**src/rtl/pipeline_stall_controller.sv**
```systemverilog
// Stall/flush sequencer for the 5-stage pipeline. It merges load-use, branch flush and the mult/div busy window.
// Latency: stall and flush outputs are combinational, in the same cycle as the request. md_busy is registered state.
// Backpressure: flush overrides the mult/div stall, which overrides the load stall. A blocked md_start_ID is dropped and re-presented later.
module pipeline_stall_controller #(
  parameter int MULT_CYCLES = 4,
  parameter int DIV_CYCLES  = 32,
  parameter int CNT_W       = 6
) (
  input  logic        clk,
  input  logic        rst,
  input  logic        load_hazard,
  input  logic        branch_taken_EXE,
  input  logic        md_start_ID,
  input  logic        md_is_div,
  input  logic        md_use_ID,
  output logic        PC_stall,
  output logic        IF_stall,
  output logic        ID_stall,
  output logic        EXE_bubble,
  output logic        IF_flush,
  output logic        ID_flush,
  output logic        md_busy,
  output logic        md_done,
  output logic [15:0] stall_count
);

  typedef enum logic {RUN = 1'b0, MD_WAIT = 1'b1} state_t;

  // Counter preload: the op completes in the cycle where the counter reaches zero.
  localparam logic [CNT_W-1:0] MULT_LOAD = CNT_W'(MULT_CYCLES - 1);
  localparam logic [CNT_W-1:0] DIV_LOAD  = CNT_W'(DIV_CYCLES - 1);

  state_t           state_q, state_d;
  logic [CNT_W-1:0] cnt_q, cnt_d;
  logic [15:0]      stall_count_q, stall_count_d;

  logic in_wait;
  logic cnt_zero;
  logic flush;
  logic md_stall;
  logic ld_stall;
  logic stall;

  // Hazard arbitration. Flush wins outright because the younger instructions are being discarded anyway.
  always_comb begin
    in_wait  = (state_q == MD_WAIT);
    cnt_zero = (cnt_q == '0);
    flush    = branch_taken_EXE;
    md_stall = in_wait && !cnt_zero && md_use_ID && !flush;
    ld_stall = load_hazard && !flush;
    stall    = md_stall || ld_stall;
  end

  // Per-stage controls. Outputs are forced low while reset is held, so the pipeline sees a clean idle state.
  always_comb begin
    PC_stall    = stall && !rst;
    IF_stall    = stall && !rst;
    ID_stall    = stall && !rst;
    EXE_bubble  = stall && !rst;
    IF_flush    = flush && !rst;
    ID_flush    = flush && !rst;
    md_busy     = in_wait;
    md_done     = in_wait && cnt_zero;
    stall_count = stall_count_q;
  end

  // Next-state logic for the mult/div window and the saturating stall counter.
  always_comb begin
    state_d       = state_q;
    cnt_d         = cnt_q;
    stall_count_d = stall_count_q;

    if (stall && (stall_count_q != 16'hFFFF)) begin
      stall_count_d = stall_count_q + 16'd1;
    end

    case (state_q)
      RUN: begin
        // A stalled or flushed mult/div is not issued. The same instruction comes back later.
        if (md_start_ID && !stall && !flush) begin
          state_d = MD_WAIT;
          cnt_d   = md_is_div ? DIV_LOAD : MULT_LOAD;
        end
      end
      MD_WAIT: begin
        // A branch flush does not touch the window, because the in-flight op is older than the branch.
        // A new mult/div seen here is only a dependent use and does not reload the counter.
        if (cnt_zero) begin
          state_d = RUN;
        end else begin
          cnt_d = cnt_q - 1'b1;
        end
      end
      default: begin
        state_d = RUN;
        cnt_d   = '0;
      end
    endcase
  end

  // State registers with asynchronous reset.
  always_ff @(posedge clk or posedge rst) begin
    if (rst) begin
      state_q       <= RUN;
      cnt_q         <= '0;
      stall_count_q <= '0;
    end else begin
      state_q       <= state_d;
      cnt_q         <= cnt_d;
      stall_count_q <= stall_count_d;
    end
  end

endmodule

```
**config.mk**
```make
export PLATFORM = sky130hd
export DESIGN_NAME = pipeline_stall_controller
export DESIGN_NICKNAME = d
export VERILOG_FILES = /design/src/rtl/pipeline_stall_controller.sv
export SDC_FILE = /design/constraint.sdc
export NUM_CORES = 1
export LEC_CHECK = 0
export CORE_UTILIZATION = 43
export CTS_CLUSTER_SIZE = 16
export DETAILED_ROUTE_END_ITERATION = 8
export PLACE_DENSITY = 0.74
export SLEW_MARGIN = 15
export SYNTH_ARGS = -nofsm -noshare
export SYNTH_HDL_FRONTEND = slang
export SYNTH_SLANG_ARGS = --single-unit
```
**constraint.sdc**
```tcl
create_clock -name clk -period 1.93 [get_ports clk]
set_clock_uncertainty 0.1 [all_clocks]
set_input_delay 0.2895 -clock clk [delete_from_list [all_inputs] [get_ports clk]]
set_output_delay 0.2895 -clock clk [all_outputs]
set_load 0.01 [all_outputs]
```
Yosys cells after proc, flatten, opt, wreduce, memory -nomap -nowiden. Cells that the tools add are included.

Register bits after elaboration: 23. Input port bits: 7. Output and inout port bits: 24. Word-level logic and storage cells: 33.

Add/sub/neg operators: 2. Equality and inequality tests: 3. Mux-type cells: 7. Bitwise logic cells: 1. Reduce and logical (&&, ||, !) cells: 17.

Operators with widths (number): 16-bit by 1-bit adder with 16-bit output (second input constant) (1); 16-bit inequality test (second input constant) (1); 6-bit two-way mux (2); 6-bit one-hot mux with 2 select lines (1); 1-bit logical AND (10); 6-bit zero test (1); 6-bit by 1-bit subtractor with 6-bit output (second input constant) (1); 5-bit two-way mux (1); 1-bit zero test (4); 2-bit inequality test (second input constant) (2); 1-bit two-way mux (2); 1-bit one-hot mux with 2 select lines (1); 2-bit AND reduction (1); 1-bit logical OR (1); 1-bit NOT (1).

Logic depth before layout (Yosys ltp).
Depth in word-level cells: 11. Depth in mapped cells: 8. Mapped depth without buffers: 7.

Worst setup path after synthesis. Ideal clock, no wire load.

Path kind: register to register. From: register stall_count_q[0] (netlist: stall_count[0]). To: register stall_count_q[7] (netlist: stall_count[7]). Setup time: 0.128 ns. Arrival: 1.747 ns. Path slack: -0.044 ns. Cell stages (with the launch flop): 8. Cell sequence: dfrtp_1 ha_1 nand3_2 or3_4 o21a_1 buf_6 and3_4 xor2_1.

Cells in the longest elaborated chain, start to end: 2.

Ends and longest elaborated chain: start, declared (line 35) `logic [15:0] stall_count_q, stall_count_d;`; start signal, assigned (line 110) `stall_count_q <= stall_count_d;`; branches (longest 2 deep; another with 16-bit by 1-bit adder with 16-bit output).

Several ways; the timed one is not identified. A chain may end at the register's enable or synchronous reset.

Worst setup path after layout.
From: register cnt_q[1]. To: register cnt_q[5].

Cells in the longest elaborated chain, start to end: 11.

Ends and longest elaborated chain: start, declared (line 34) `logic [CNT_W-1:0] cnt_q, cnt_d;`; start signal, assigned (line 109) `cnt_q <= cnt_d;`; 6-bit zero test (line 47) `cnt_zero = (cnt_q == '0);`; 1-bit zero test (line 49) `md_stall = in_wait && !cnt_zero && md_use_ID && !flush;`; 1-bit logical AND (3 in series) (line 49); 1-bit logical OR (line 51) `stall = md_stall || ld_stall;`; 1-bit zero test (line 80) `if (md_start_ID && !stall && !flush) begin`; 1-bit logical AND (2 in series) (line 80); 2-bit inequality test (no source line); 2-bit AND reduction (no source line).

Parallel ways exist; a longest one is shown, timed or not. The select of a mux whose other input is x is not followed.

==> flow_metrics.env <==
export IMPL_status="finished, violations left"
export IMPL_failed_checks="negative setup slack"
export IMPL_cts_htree_levels=1
export IMPL_grt_pass1_wl_um=5180
export IMPL_syn_nets=131
export IMPL_worstMarginPinSlew_ns=0.353
export IMPL_detailedRoute_firstPassIterationCount=4
export IMPL_timing_hold_ws_ns=0.320
export IMPL_cts_tree="built"
export IMPL_ff_latch_count_synth=23
export IMPL_synth_cell_type_count=41
export IMPL_quantity_of_i_o_buffers_inserted_on_ports=30
export IMPL_combined_area_of_the_multi_input_logic_cells_sq_um=703
export IMPL_antenna_found_initial=0
export IMPL_layoutNonFillerInstCount=215
export IMPL_clk_root_buffer_cell="sky130_fd_sc_hd__clkbuf_4"
export IMPL_rows=19
export IMPL_floorplan_die_area_sq_um=3120
export IMPL_synth_enable_flop_cells=0
export IMPL_crit_required_ns=2.02
export IMPL_finalSetupViolCount=10
export IMPL_placeableCoreArea_sq_um=2760
export IMPL_clock_latency_ns=0.32
export IMPL_ff_latch_area_sq_um=578
export IMPL_design_final_nets=195
export IMPL_timing_hold_violations_final=0
export IMPL_seq_area_frac_synth_pct=46.1
export IMPL_startpoint_type="register"
export IMPL_die_width_um=55.9
export IMPL_insertedDiodeCount=0
export IMPL_vdd_drop_max_mv=0.807
export IMPL_pin_count_of_the_biggest_net_entering_global_routing=24
export IMPL_die_height_um=55.9
export IMPL_cts_sinks=23
export IMPL_post_route_drc_count=0
export IMPL_post_dp_hpwl_um=2190
export IMPL_asyncSetResetFlopFracSynth_pct=100
export IMPL_post_synth_top_area_fraction_pct=46.1
export IMPL_overflow=0
export IMPL_max_clock_freq_ghz=0.479
export IMPL_final_antenna_net_count=0
export IMPL_detailedRoute_firstIterationViolations=33
export IMPL_place_congestion=0.814
export IMPL_startpoint="cnt_q[1]$_DFFE_PP0P_"
export IMPL_synthCells=121
export IMPL_worst_setup_margin_ns=-0.157
export IMPL_number_of_inserted_filler_cells_in_the_final_layout=212
export IMPL_worst_ep_arrival_time_ns=2.18
export IMPL_netlist_top_cells_area="sky130_fd_sc_hd__dfrtp_1, sky130_fd_sc_hd__xor2_1, sky130_fd_sc_hd__xnor2_1"
export IMPL_slew_headroom_pct=76.2
export IMPL_cts_made_buffers=3
export IMPL_route_final_wire_length_um=3070
export IMPL_cellPowerDensity_nw_per_um2=1160
export IMPL_area_growth_pct=54.1
export IMPL_vias_per_cell=5.45
export IMPL_worst_setup_path_type="register to register"
export IMPL_finalWorstPathRequiredPeriod_ns=2.09
export IMPL_io_pins=31
export IMPL_clock_tree_buffer_depth=2
export IMPL_synthesis_area_sq_um=1250
export IMPL_via_count_of_the_first_global_routing_pass=1194
export IMPL_yosys_warnings=0
export IMPL_post_route_period_util_pct=108
export IMPL_dr_total_vias=1172
export IMPL_maxCapViolCount=0
export IMPL_source_of_the_worst_register_to_register_timing_path="cnt_q[1]$_DFFE_PP0P_"
export IMPL_rsz0062_at_grt="true"
export IMPL_wire_per_inst_um=14.3
export IMPL_dpl_cell_count=207
export IMPL_cts_clk_slew_worst_paths_ns=0.14
export IMPL_leakage_nw=0.882
export IMPL_initial_utilization_pct=45.3
export IMPL_yosysTopAreaCell="sky130_fd_sc_hd__dfrtp_1"
export IMPL_crit_fanout=3
export IMPL_syn_avg_cell_area_sq_um=10.3
export IMPL_layout_drive_gt1_share_pct=38.6
export IMPL_slew_viol_final=0
export IMPL_total_routing_usage_gr_pct=21.3
export IMPL_worstSetupEndpointType="register"
export IMPL_yosys_most_used_dff="sky130_fd_sc_hd__dfrtp_1"
export IMPL_worst_hold_path_type="primary input to asynchronous set/reset pin"
==> layout by cell type, fill, tap and decap left out, types with 3 or more instances in the layout <==
master                            instances
sky130_fd_sc_hd__nand2_1                  6
sky130_fd_sc_hd__buf_4                   32
sky130_fd_sc_hd__nor2_1                   8
sky130_fd_sc_hd__nand3_1                  5
sky130_fd_sc_hd__clkbuf_4                 3
sky130_fd_sc_hd__clkdlybuf4s50_1         23
sky130_fd_sc_hd__dfrtp_1                 21
sky130_fd_sc_hd__a21oi_1                  3
sky130_fd_sc_hd__xor2_1                   6
sky130_fd_sc_hd__nand4_1                  6
sky130_fd_sc_hd__xnor2_1                  6
sky130_fd_sc_hd__buf_2                    3
sky130_fd_sc_hd__buf_6                    3
==> synth_stat cells (3+ instances only) <==
library cell,instances
sky130_fd_sc_hd__a21oi_1,4
sky130_fd_sc_hd__nor2_1,11
sky130_fd_sc_hd__ha_1,3
sky130_fd_sc_hd__xor2_1,7
sky130_fd_sc_hd__o21ai_0,3
sky130_fd_sc_hd__nor3_1,3
sky130_fd_sc_hd__buf_4,4
sky130_fd_sc_hd__nand3_1,5
sky130_fd_sc_hd__nand2_1,7
sky130_fd_sc_hd__xnor2_1,6
sky130_fd_sc_hd__dfrtp_1,23
sky130_fd_sc_hd__nand4_1,6
sky130_fd_sc_hd__inv_1,4
==> per-stage QoR <==
stage	utilization (%)	instance area [sq um]	power (mW)	setup TNS, ns	setup WS, ns
after CTS	67.5	1860	2.16	-1.06	-0.172
after global placement	65.0	1790	1.78	-3.83	-0.366
after detailed placement	65.0	1790	1.83	-5.19	-0.472
after floorplan	-	1250	1.25	0	0.0129
final	69.8	1920	2.24	-0.953	-0.157
after global routing	69.8	1920	2.40	-2.25	-0.214
==> critical path: stages (launching register included) <==
cell	delay, ns
sky130_fd_sc_hd__dfrtp_1	0.42
sky130_fd_sc_hd__inv_2	0.09
sky130_fd_sc_hd__ha_4	0.14
sky130_fd_sc_hd__buf_4	0.11
sky130_fd_sc_hd__or4b_4	0.47
sky130_fd_sc_hd__or2_1	0.24
sky130_fd_sc_hd__a21oi_2	0.20
sky130_fd_sc_hd__o21ai_0	0.12
sky130_fd_sc_hd__o41ai_1	0.09
==> metal layers <==
| layer | part of all wire (%) | GRT usage (%) |
|---|---|---|
| met5 | 0 | 0 |
| met4 | 1.9 | 10.5 |
| met1 | 40 | 26.2 |
| met3 | 4.7 | 3.26 |
| met2 | 53 | 36.5 |
==> path summary, 6_finish.rpt <==
kind | to | slack, ns | depth (start not counted)
min in group clk | stall_count[8]$_DFFE_PP0P_ | 0.41 | 1
max reg2reg | cnt_q[5]$_DFFE_PP0P_ | -0.16 | 8
min | stall_count[14]$_DFFE_PP0P_ | 0.32 | 3
max in group asynchronous | stall_count[1]$_DFFE_PP0P_ | 1.17 | 3
min reg2reg | stall_count[8]$_DFFE_PP0P_ | 0.41 | 1
max | cnt_q[5]$_DFFE_PP0P_ | -0.16 | 8
==> repair_timing <==
item,in CTS,in global routing
gates resized for setup,31,15
endpoints found under the setup margin,27,21
hold buffers,0,0
pin swaps,6,7
setup buffers,2,2
==> final cells by class <==
class                           instances  area share (%)
Tap cell                               31            2.02
Timing Repair Buffer                   65            29.2
Sequential cell                        23            30.0
Clock inverter                          1           0.260
Multi-Input combinational cell         88            36.5
Inverter                                4           0.780
Clock buffer                            3            1.17
==> cells by family after synthesis <==
kind of cell               synth area share [%]
and+or+nand+nor                            24.2
DFF                                        46.1
AOI/OAI and AO/OA                          10.5
xor gates and xnor gates                   9.12
buffers and inverters                      4.91
adders and majority gates                  3.01
muxes                                      2.10
==> state kept, by name, summed over array words and instances (netlist names) <==
signal,count
cnt_q,6
stall_count,16
md_busy,1
==> report_power, final <==
group	switching, mW	internal [mW]	total [mW]
combinational	0.583	0.708	1.29
sequential	0.103	0.614	0.717
clock	0.153	0.0776	0.231
total	0.839	1.40	2.24
Power figures use the tool's default switching activity.
